`config.mk`:
```
export PLATFORM = sky130hd
export DESIGN_NAME = mem_port_arbiter
export DESIGN_NICKNAME = d
export VERILOG_FILES = /design/src/rtl/mem_port_arbiter.sv
export SDC_FILE = /design/constraint.sdc
export NUM_CORES = 1
export LEC_CHECK = 0
export CORE_ASPECT_RATIO = 0.5
export CORE_MARGIN = 2
export CORE_UTILIZATION = 41
export DETAILED_ROUTE_END_ITERATION = 8
export GPL_ROUTABILITY_DRIVEN = 0
export HOLD_SLACK_MARGIN = 0.03
export PLACE_DENSITY = 0.86
export SYNTH_ARGS = -nofsm -noshare
export SYNTH_HDL_FRONTEND = slang
export SYNTH_SLANG_ARGS = --single-unit
export TNS_END_PERCENT = 30
```
`constraint.sdc`:
```
create_clock -name clk -period 3.5 [get_ports clk]
set_input_delay 0.7 -clock clk [delete_from_list [all_inputs] [get_ports clk]]
set_output_delay 0.7 -clock clk [all_outputs]
set_load 0.05 [all_outputs]
```
`src/rtl/mem_port_arbiter.sv`:
```
// Arbiter for the shared single-port instruction/data memory: loader > MEM stage > IF,
// with IF promoted over the MEM stage after STARVE_LIMIT consecutive lost arbitrations.
module mem_port_arbiter #(
  parameter int DATA_W       = 32,
  parameter int ADDR_W       = 10,
  parameter int MEM_LAT      = 1,
  parameter int STARVE_LIMIT = 4
) (
  input  logic              clk,
  input  logic              rst,
  input  logic              ld_req,
  input  logic              ld_we,
  input  logic [ADDR_W-1:0] ld_addr,
  input  logic [DATA_W-1:0] ld_wdata,
  output logic              ld_ack,
  input  logic              dm_req,
  input  logic              dm_we,
  input  logic [ADDR_W-1:0] dm_addr,
  input  logic [DATA_W-1:0] dm_wdata,
  output logic              dm_ack,
  input  logic              if_req,
  input  logic [ADDR_W-1:0] if_addr,
  output logic              if_ack,
  output logic [DATA_W-1:0] rdata,
  output logic              mem_en,
  output logic              mem_we,
  output logic [ADDR_W-1:0] mem_addr,
  output logic [DATA_W-1:0] mem_wdata,
  input  logic [DATA_W-1:0] mem_rdata,
  output logic              busy,
  output logic [1:0]        gnt_id
);
  typedef enum logic [1:0] {IDLE, ISSUE, WAIT, RESP} state_t;

  localparam logic [1:0] ID_LD   = 2'b00;
  localparam logic [1:0] ID_DM   = 2'b01;
  localparam logic [1:0] ID_IF   = 2'b10;
  localparam logic [1:0] ID_NONE = 2'b11;
  localparam logic [2:0] LAT     = 3'(MEM_LAT);
  localparam logic [3:0] SLIM    = 4'(STARVE_LIMIT);

  typedef struct packed {
    logic [1:0]        id;
    logic              we;
    logic [ADDR_W-1:0] addr;
    logic [DATA_W-1:0] wdata;
  } acc_t;

  state_t     state_q, state_d;
  acc_t       win, cur_q;
  logic       any_req, if_first;
  logic [2:0] wcnt_q, wcnt_d;
  logic [3:0] starve_q, starve_d;

  assign any_req  = ld_req | dm_req | if_req;
  assign if_first = (starve_q == SLIM);

  // Winner of the current IDLE arbitration; only consumed while IDLE.
  always_comb begin
    win       = '0;
    win.id    = ID_NONE;
    if (ld_req) begin
      win.id    = ID_LD;
      win.we    = ld_we;
      win.addr  = ld_addr;
      win.wdata = ld_wdata;
    end else if (dm_req && !(if_req && if_first)) begin
      win.id    = ID_DM;
      win.we    = dm_we;
      win.addr  = dm_addr;
      win.wdata = dm_wdata;
    end else if (if_req) begin
      win.id    = ID_IF;
      win.addr  = if_addr;
    end
  end

  always_comb begin
    starve_d = starve_q;
    if (state_q == IDLE) begin
      if (!if_req || win.id == ID_IF) starve_d = '0;
      else if (starve_q != SLIM)      starve_d = starve_q + 4'd1;
    end
  end

  always_comb begin
    state_d = state_q;
    wcnt_d  = wcnt_q;
    case (state_q)
      IDLE:  if (any_req) state_d = ISSUE;
      ISSUE: begin
        if (cur_q.we) state_d = RESP;
        else begin
          state_d = WAIT;
          wcnt_d  = LAT;
        end
      end
      WAIT: begin
        wcnt_d = wcnt_q - 3'd1;
        if (wcnt_q == 3'd1) state_d = RESP;
      end
      RESP:    state_d = IDLE;
      default: state_d = IDLE;
    endcase
  end

  always_ff @(posedge clk) begin
    if (rst) begin
      state_q   <= IDLE;
      cur_q     <= '0;
      wcnt_q    <= '0;
      starve_q  <= '0;
      mem_en    <= 1'b0;
      mem_we    <= 1'b0;
      mem_addr  <= '0;
      mem_wdata <= '0;
      rdata     <= '0;
    end else begin
      state_q  <= state_d;
      wcnt_q   <= wcnt_d;
      starve_q <= starve_d;
      mem_en   <= 1'b0;
      mem_we   <= 1'b0;
      // Latching and strobing on the same edge keeps the memory bus registered.
      if (state_q == IDLE && any_req) begin
        cur_q     <= win;
        mem_en    <= 1'b1;
        mem_we    <= win.we;
        mem_addr  <= win.addr;
        mem_wdata <= win.wdata;
      end
      if (state_q == WAIT && wcnt_q == 3'd1) rdata <= mem_rdata;
    end
  end

  assign busy   = (state_q != IDLE);
  assign gnt_id = busy ? cur_q.id : ID_NONE;
  assign ld_ack = (state_q == RESP) && (cur_q.id == ID_LD);
  assign dm_ack = (state_q == RESP) && (cur_q.id == ID_DM);
  assign if_ack = (state_q == RESP) && (cur_q.id == ID_IF);
endmodule
```
==> run metrics <==
Max-Cap Viols=0; Area after DPL=5854 sq um; setup bufs post-CTS=0; CP max FO=9; setup ws final=627.9 ps; worst slew pin tran=801.4 ps; Synth area leaders=dfxtp_1 48%, a221oi_1 7.6%, nand2_1 7.1%, a21oi_1 4.9%, nor2_1 4.7%; Post-synth EDFFs=0; logic gate share of total power=48.1%; Crit path arrival time=2170 ps; total clock sinks=88; FF-to-FF path depth=6; Final setup viols=0; #FFs+latches synth=88; Final TNS setup=0 ps; status=completed; CP max stage cell=clkdlybuf4s50_1; fillers=700; most used cell, CP=inv_1; DRC viols=0; critical path capture point type=output pin; post-route cell area=6191 sq um; die height=70.98 um; clock power share=22.6%; vias per cell=5.246; type of the worst setup path=reg -> out; Synth Cell Area=3679 sq um; post-route core utilization=71.09%; initial antenna violation count=0; Final Hold Violating Endpoints=0; required time of the critical path=2800 ps; Hold WS=452.8 ps; Peak VDD IR=549.4 uV; CTS Buffer Depth=2; register area share after synthesis=47.89%; ANT cells=0; max incr delay on CP=840 ps; Max H-tree Level=3; simple-gate area share of the yosys netlist=21.80%; Initial Util=42.24%; clock insertion delay at the later pin of the skew report=330 ps; Core Area=8708 sq um; gate count of the mapped netlist=431; share of layout cells above drive strength 1=5.071%; root buffer cell=clkbuf_16; FP Rows=24; Initial DRC Count=193; Worst Skew=5.623 ps; Final min period=2872 ps; Post-Synth Adder-Cell Area=2.721%; Die Area=9792 sq um; xor/xnor cell area share of the yosys netlist=0%; multiplexer share of the synthesized area=0.5442%; Mapped Nets=572; Sw Ratio=42.18%; Slew headroom=46.57%; Pleak=2.268 nW; register cell area after layout=1762 sq um; crit path launch type=register; Synth Area in Compound Gates=21.56%; Yosys cell types=34; Area Growth Syn to Fin=68.30%; syn_area_per_cell=8.535 sq um; area leader, netlist=dfxtp_1; Placed Instances=732; Post-Layout Cell Count=748; ys async rst share=0%; Hold WC Path Type=reg -> reg; crit-path cells=inv_1 > ha_1 > inv_1 > clkdlybuf4s50_1; DP HPWL=8.466 mm; largest family of logic cells by synthesized area=simple AND/OR/NAND/NOR gates; Place WS=940.7 ps; num ports=215; WL/cell=16.00 um; Die Wd=138.0 um; TritonCTS Buffers=9; drt pass-1 iters=4; Reg clk slew, reported paths=60 ps; power per cell area=774.1 nW/um^2; unrepaired setup endpoints after global routing=false; Switch Pwr=2.021 mW; vias in the first global route=3,766; period utilization=82.06%; max-slew violations=0; Final nets=767; grt ovf=0; Final Power=4.792 mW; gr usage total=24.48%; Post-CTS Hold Buffers=0; sequential power share=29.4%; TritonCTS clock tree=yes; hold path depth=2; total number of vias=3,924; area occupied by multi-input gates=1724 sq um; Yosys Warn Count=0; Routed Antenna Nets=0; WL final=11.97 mm; Internal=2.771 mW; largest net degree at the start of global routing=78; first-pass GRT wire length=19.00 mm; share of the synthesized area in the top cell type=47.89%; ys flop type=dfxtp_1; I/O Buffers=214; # resized after CTS=0; maximum clock frequency=348.2 MHz
## synthesized netlist by cell type (3+ instances only)
| library cell | instances |
|---|---|
| or2_2 | 3 |
| a221oi_1 | 32 |
| nand2_1 | 70 |
| nor2_1 | 46 |
| a22oi_1 | 5 |
| a211oi_1 | 3 |
| buf_2 | 11 |
| clkbuf_1 | 21 |
| nor3_1 | 34 |
| a21oi_1 | 36 |
| a221o_1 | 10 |
| dfxtp_1 | 88 |
| ha_1 | 8 |
| buf_1 | 3 |
| nand2b_1 | 12 |
| a32o_1 | 10 |
| inv_1 | 12 |
| o21ai_0 | 6 |
## registers in the layout (all words and copies together) (netlist names)
name	cells
cur_q	3
mem_addr	10
mem_en	1
mem_wdata	32
mem_we	1
rdata	32
starve_q	4
state_q	2
wcnt_q	3
## layout by cell type, fill, tap and decap left out, drive strengths merged, types with 2 or more instances in the layout
cell,netlist,final
clkdlybuf4s50,0,212
a32o,10,10
clkinv,0,2
a211oi,3,3
nor2,48,48
or2,3,3
ha,8,8
o21ai,6,6
dfxtp,88,88
inv,12,12
a221oi,32,32
a22oi,5,5
and3b,2,2
nand2b,12,12
nor3,36,36
clkbuf,21,10
bufinv,0,3
a21o,2,2
a221o,10,10
nand2,70,70
buf,15,8
mux2i,2,2
a21oi,36,36
## layout make-up
class	instances	area share, %
inverter	12	0.7276
tap	117	2.365
multi-input combinational	295	27.85
clock buffer	10	3.698
clock inverter	6	1.738
timing repair buffer	220	35.17
sequential	88	28.46
## kinds of logic after synthesis
kind of cell,count (synthesis)
DFF,88
AOI/OAI and AO/OA,107
adders and majority gates,8
buffers and inverters,48
and+or+nand+nor,178
muxes,2
## final timing paths
path                            slack (ps)  startpoint     endpoint
worst min-delay path                   450    rdata[5]     rdata[5]
worst max-delay path                   630  state_q[0]         busy
worst max register to register        1240  state_q[0]  mem_addr[0]
worst min register to register         450    rdata[5]     rdata[5]
## worst max-delay path: cells and delay by family (launching register included)
kind | cells | cell delay, ps
fa+ha+maj | 1 | 300
buf+inv | 3 | 1150
flops | 1 | 380
## power by group through the flow
stage / combinational, mW / clock (mW) / sequential (mW)
after floorplan: 0.735 / 0 / 2.18
after global routing: 2.44 / 1.14 / 1.44
after CTS: 2.31 / 1.10 / 1.41
after detailed placement: 2.30 / 0 / 1.42
after global placement: 2.27 / 0 / 1.41
final: 2.30 / 1.08 / 1.41
## routing by layer
metal | GRT usage [%] | up-vias | part of all wire (%)
met4 | 10.77 | 0 | 3.0
met1 | 29.06 | 1822 | 42
li1 | - | 1926 | -
met5 | 0 | - | 0
met3 | 5.090 | 35 | 6.1
met2 | 43.01 | 141 | 49
(Power assumes the default switching activity.)
